## src/rtl/rcc_ker_clk_div_gate.sv

```systemverilog
// Multi-channel kernel clock enable generator: per-channel divider,
// period-aligned gate-off and a req/ack ratio-update handshake.
module rcc_ker_clk_div_gate #(
  parameter int NUM_CH  = 4,
  parameter int NUM_CPU = 2,
  parameter int DIV_W   = 5,
  parameter int RST_DIV = 1
) (
  input  logic                      clk,
  input  logic                      rst_n,
  input  logic                      testmode,
  input  logic [NUM_CPU-1:0]        cpu_sleep,
  input  logic [NUM_CPU-1:0]        cpu_deepsleep,
  input  logic                      d3_deepsleep,
  input  logic [NUM_CH*NUM_CPU-1:0] ch_en,
  input  logic [NUM_CH*NUM_CPU-1:0] ch_lpen,
  input  logic [NUM_CH-1:0]         ch_amen,
  input  logic [NUM_CH*DIV_W-1:0]   div_ratio,
  input  logic [NUM_CH-1:0]         div_upd_req,
  output logic [NUM_CH-1:0]         div_upd_ack,
  output logic [NUM_CH-1:0]         ker_clk_en,
  output logic [NUM_CH-1:0]         ch_busy
);

  typedef enum logic [1:0] {
    OFF  = 2'd0,
    RUN  = 2'd1,
    STOP = 2'd2
  } state_t;

  for (genvar c = 0; c < NUM_CH; c++) begin : g_ch
    state_t           state;
    state_t           state_nx;
    logic [DIV_W-1:0] cnt;
    logic [DIV_W-1:0] cnt_nx;
    logic [DIV_W-1:0] cnt_inc;
    logic [DIV_W-1:0] ratio_q;
    logic [DIV_W-1:0] ratio_nx;
    logic [DIV_W-1:0] r;
    logic             ack_q;
    logic             tc;
    logic             active;
    logic             load;
    logic             req_on;

    always_comb begin
      req_on = ch_amen[c] & ~d3_deepsleep;
      for (int i = 0; i < NUM_CPU; i++) begin
        req_on = req_on
               | (ch_en[c*NUM_CPU+i]
                  & (~cpu_sleep[i] | ch_lpen[c*NUM_CPU+i])
                  & ~cpu_deepsleep[i]);
      end
    end

    // A programmed ratio of zero behaves as divide-by-one.
    assign r       = (ratio_q == '0) ? DIV_W'(1) : ratio_q;
    assign tc      = (cnt == r - DIV_W'(1));
    assign cnt_inc = tc ? '0 : cnt + DIV_W'(1);
    assign active  = (state != OFF);
    assign load    = div_upd_req[c] & ~ack_q & (~active | tc);

    always_comb begin
      state_nx = state;
      cnt_nx   = cnt;
      ratio_nx = ratio_q;
      unique case (state)
        OFF: begin
          if (req_on) begin
            state_nx = RUN;
            cnt_nx   = '0;
          end
        end
        RUN: begin
          cnt_nx = cnt_inc;
          if (!req_on) state_nx = tc ? OFF : STOP;
        end
        STOP: begin
          cnt_nx = cnt_inc;
          if (req_on)  state_nx = RUN;
          else if (tc) state_nx = OFF;
        end
        default: begin
          state_nx = OFF;
          cnt_nx   = '0;
        end
      endcase
      // Loads only land on a period boundary, so the new ratio
      // always starts with a fresh count.
      if (load) begin
        ratio_nx = div_ratio[c*DIV_W +: DIV_W];
        cnt_nx   = '0;
      end
    end

    always_ff @(posedge clk or negedge rst_n) begin
      if (!rst_n) begin
        state   <= OFF;
        cnt     <= '0;
        ratio_q <= DIV_W'(RST_DIV);
        ack_q   <= 1'b0;
      end else begin
        state   <= state_nx;
        cnt     <= cnt_nx;
        ratio_q <= ratio_nx;
        ack_q   <= load;
      end
    end

    assign div_upd_ack[c] = ack_q;
    assign ker_clk_en[c]  = testmode | (active & tc);
    assign ch_busy[c]     = active;
  end

endmodule

```

## config.mk

```make
export PLATFORM = sky130hd
export DESIGN_NAME = rcc_ker_clk_div_gate
export DESIGN_NICKNAME = d
export VERILOG_FILES = /design/src/rtl/rcc_ker_clk_div_gate.sv
export SDC_FILE = /design/constraint.sdc
export NUM_CORES = 1
export LEC_CHECK = 0
export ABC_AREA = 1
export BUFFER_PORTS_ARGS = -buffer_cell sky130_fd_sc_hd__buf_4
export CAP_MARGIN = 20
export CORE_ASPECT_RATIO = 0.75
export CORE_MARGIN = 3
export CORE_UTILIZATION = 35
export CTS_BUF_LIST = sky130_fd_sc_hd__clkbuf_8
export CTS_CLUSTER_DIAMETER = 200
export DETAILED_ROUTE_END_ITERATION = 16
export PLACE_DENSITY = 0.66
export SLEW_MARGIN = 20
export SYNTH_ARGS = -nofsm -noshare
export SYNTH_HDL_FRONTEND = slang
export SYNTH_SLANG_ARGS = --single-unit
```

## constraint.sdc

```tcl
create_clock -name clk -period 3.66 [get_ports clk]
set_input_delay 0.183 -clock clk [delete_from_list [all_inputs] [get_ports clk]]
set_output_delay 0.183 -clock clk [all_outputs]
set_load 0.02 [all_outputs]
```

==> flow_summary.yaml <==
timing:
  period_minus_slack_ns: 2.56
  hold_viol: 0
  final_max_slew_viol_count: 0
  fin_tns_setup_ns: 0
  rsz0062_at_grt: "no"
  relSlewSlack: 0.531
  setup_violations: 0
  max_freq_mhz: 391
  worst_slew_pin_slew_ns: 0.704
  fin_skew_ns: 0.00975
  min_period_over_period: 0.699
finish:
  drive_above_1_share: 0.183
  areaGrowthSynthToFinish_pct: 17.9
  fin_nets: 680
  fillers: 1070
  instances_no_fill: 741
  final_cell_mix: "207 x nand2_1, 83 x inv_1, 63 x buf_4, 53 x nand3_1, 48 x dfrtp_1"
  diodes: 0
  final_cell_area_um2: 4510
  final_common_cell: "nand2_1"
pwr:
  powerDensity_nw_per_um2: 740
  internal_power_mw: 1.67
  p_comb_frac: 0.592
  clkPwrFrac: 0.107
  seq_power_share: 0.301
  p_leak_nw: 2.58
  peakVddDrop_uv: 371
  switching_power_mw: 1.67
  swShare: 0.500
floorplanning:
  die_w_um: 127
  rows: 32
  initial_core_util: 0.366
  coreArea_um2: 10500
  die_h_um: 96.6
  dieArea_um2: 12200
  pin_count: 64
route:
  drt-initial-drc-count: 230
  dr.pass1.iters: 4
  antenna_left: 0
  routedWlPerCell_um: 11.8
  wl_mm: 8.75
  drc: 0
  avgViaCountPerCell: 4.58
  num_vias: 3396
placement:
  dp_hpwl_mm: 6.87
  numPlacedInstances: 732
  place_area_um2: 4410
  numPortBuffers: 63
  gp_congestion: 0.854
flow_run:
  max_cap_violations: 0
synthesis:
  yosysTopAreaCell: "dfrtp_1"
  yosys_warnings: 0
  ys_types: 25
  synthCells: 541
  yosysTopAreaCellShare: 0.314
  syn_nets: 617
  syn_area_um2: 3830
  synth.top_cells.by_area: "dfrtp_1 31%, nand2_1 20%, inv_1 8.1%, ha_1 7.8%, nand3_1 6.9%"
  synth-seq-cells: 52
  yosysSeqAreaShare: 0.341
  syn_avg_cell_area_um2: 7.07
clock_network:
  cts.path.max_buffers: 2
  cts_sinks: 52
  cts_resized: 0
  cts_buffers: 5
  clock_tree.htree_level_count: 2
  clkSlewWorstSetupHoldPaths_ns: 0.10
  cts_tree: "done"
  clkLatencyLatePin_ns: 0.32
  ctsRootBufferMaster: "clkbuf_8"
global_route:
  grt_pass1_wl_mm: 15.0
  grt-ovfl-total: 0
  antenna_found_initial: 0
  grt.total_usage: 0.149
  grt_pass1_vias: 3267
  grt_max_degree: 53
critical_path:
  cp-end-kind: "primary output"
  start_kind: "register"
  critical_path_class: "reg2out"
  worstPathArrival_ns: 2.37
  worstPathMaxFanout: 7
  worstPathRequired_ns: 3.48
worst_hold_path:
  hold_class: "in2reg"
run_status:
  status: "complete, no violations"
==> power by group through the flow <==
stage | Clock [mW] | Combinational, mW | Sequential, mW
2_1_floorplan | 0 | 1.61 | 0.958
3_3_place_gp | 0 | 1.93 | 1.00
3_5_place_dp | 0 | 1.99 | 1.01
4_1_cts | 0.375 | 2.00 | 1.00
5_1_grt | 0.395 | 2.28 | 1.04
6_report | 0.358 | 1.98 | 1.00
==> routing by layer <==
layer  global-route usage  wire length (um)
met1                0.206              4330
met2                0.249              4080
met3               0.0247               262
met4               0.0330                80
met5                    0                 0
==> cell type report <==
class                   instances  area, um2  area share
clock inverters                 2       10.0     0.00222
inverters                      93        369      0.0818
repair buffers                 64        483       0.107
flip-flops and latches         52       1310       0.290
well taps                     136        170      0.0377
multi-input cells             388       2090       0.463
clock buffers                   6       82.6      0.0183
==> cell usage after synthesis <==
master,instances
clkinv_4,4
buf_4,8
inv_1,83
inv_2,3
nand3_4,3
xnor2_1,1
a21oi_2,1
o21ai_0,11
clkinv_1,3
dfstp_2,4
o2111ai_1,19
nand3b_1,3
nand2_2,9
o21bai_1,1
nand2_4,5
ha_1,24
xor2_1,16
nor2_4,1
nand3_2,1
nor2_2,9
nand3_1,53
a21oi_1,5
nor2_1,19
nand2_1,207
dfrtp_1,48
==> through the flow <==
| step | hold WS [ns] | util | power (mW) | worst slack, ns |
|---|---|---|---|---|
| 2_1_floorplan | -0.113 | - | 2.57 | 1.44 |
| 3_3_place_gp | 0.283 | 0.422 | 2.93 | 1.51 |
| 3_5_place_dp | 0.285 | 0.422 | 3.00 | 1.45 |
| 4_1_cts | 0.0397 | 0.432 | 3.37 | 1.08 |
| 5_1_grt | 0.0479 | 0.432 | 3.72 | 0.834 |
| 6_report | 0.0507 | 0.432 | 3.34 | 1.10 |
==> critical path: stages (launching register included) <==
cell and delay, ns:
dfrtp_1 0.44, nor2_2 0.16, nand3_1 0.10, nand2_1 0.09
inv_1 0.04, ha_1 0.29, xor2_1 0.15, nand3_1 0.10
a21oi_2 0.23, nand2_4 0.11, o21ai_0 0.16, buf_4 0.17
==> worst paths after layout <==
path	startpoint	slack [ns]	endpoint	depth (start not counted)
min in group asynchronous	rst_n	0.45	g_ch[0].ratio_q[3]	2
worst min register to register	g_ch[1].ratio_q[0]	0.48	g_ch[1].ratio_q[0]	2
worst max register to register	g_ch[3].ratio_q[2]	1.49	g_ch[3].ratio_q[2]	14
max in group asynchronous	rst_n	2.74	g_ch[3].cnt[1]	2
worst min-delay path	div_ratio[19]	0.05	g_ch[3].ratio_q[4]	3
worst max-delay path	g_ch[3].ratio_q[2]	1.10	ker_clk_en[3]	11
==> flip-flops by register name (all words and copies together) (netlist names) <==
signal and cells:
g_ch.ratio_q 20, g_ch.state 8, g_ch.ack_q 4, g_ch.cnt 20
==> what timing repair did <==
item                                    in CTS  in global routing
hold buffers                                 1                  0
endpoints found under the setup margin       0                  0
endpoints found under the hold margin       48                  0
setup buffers                                0                  0
==> kinds of logic after synthesis <==
family                   synth area share
flip-flops                          0.341
AO/OA/AOI/OAI                      0.0687
AND/OR/NAND/NOR                     0.360
adder cells (fa/ha/maj)            0.0785
buffers and inverters               0.112
XOR/XNOR                           0.0389
Power figures use the tool's default switching activity.
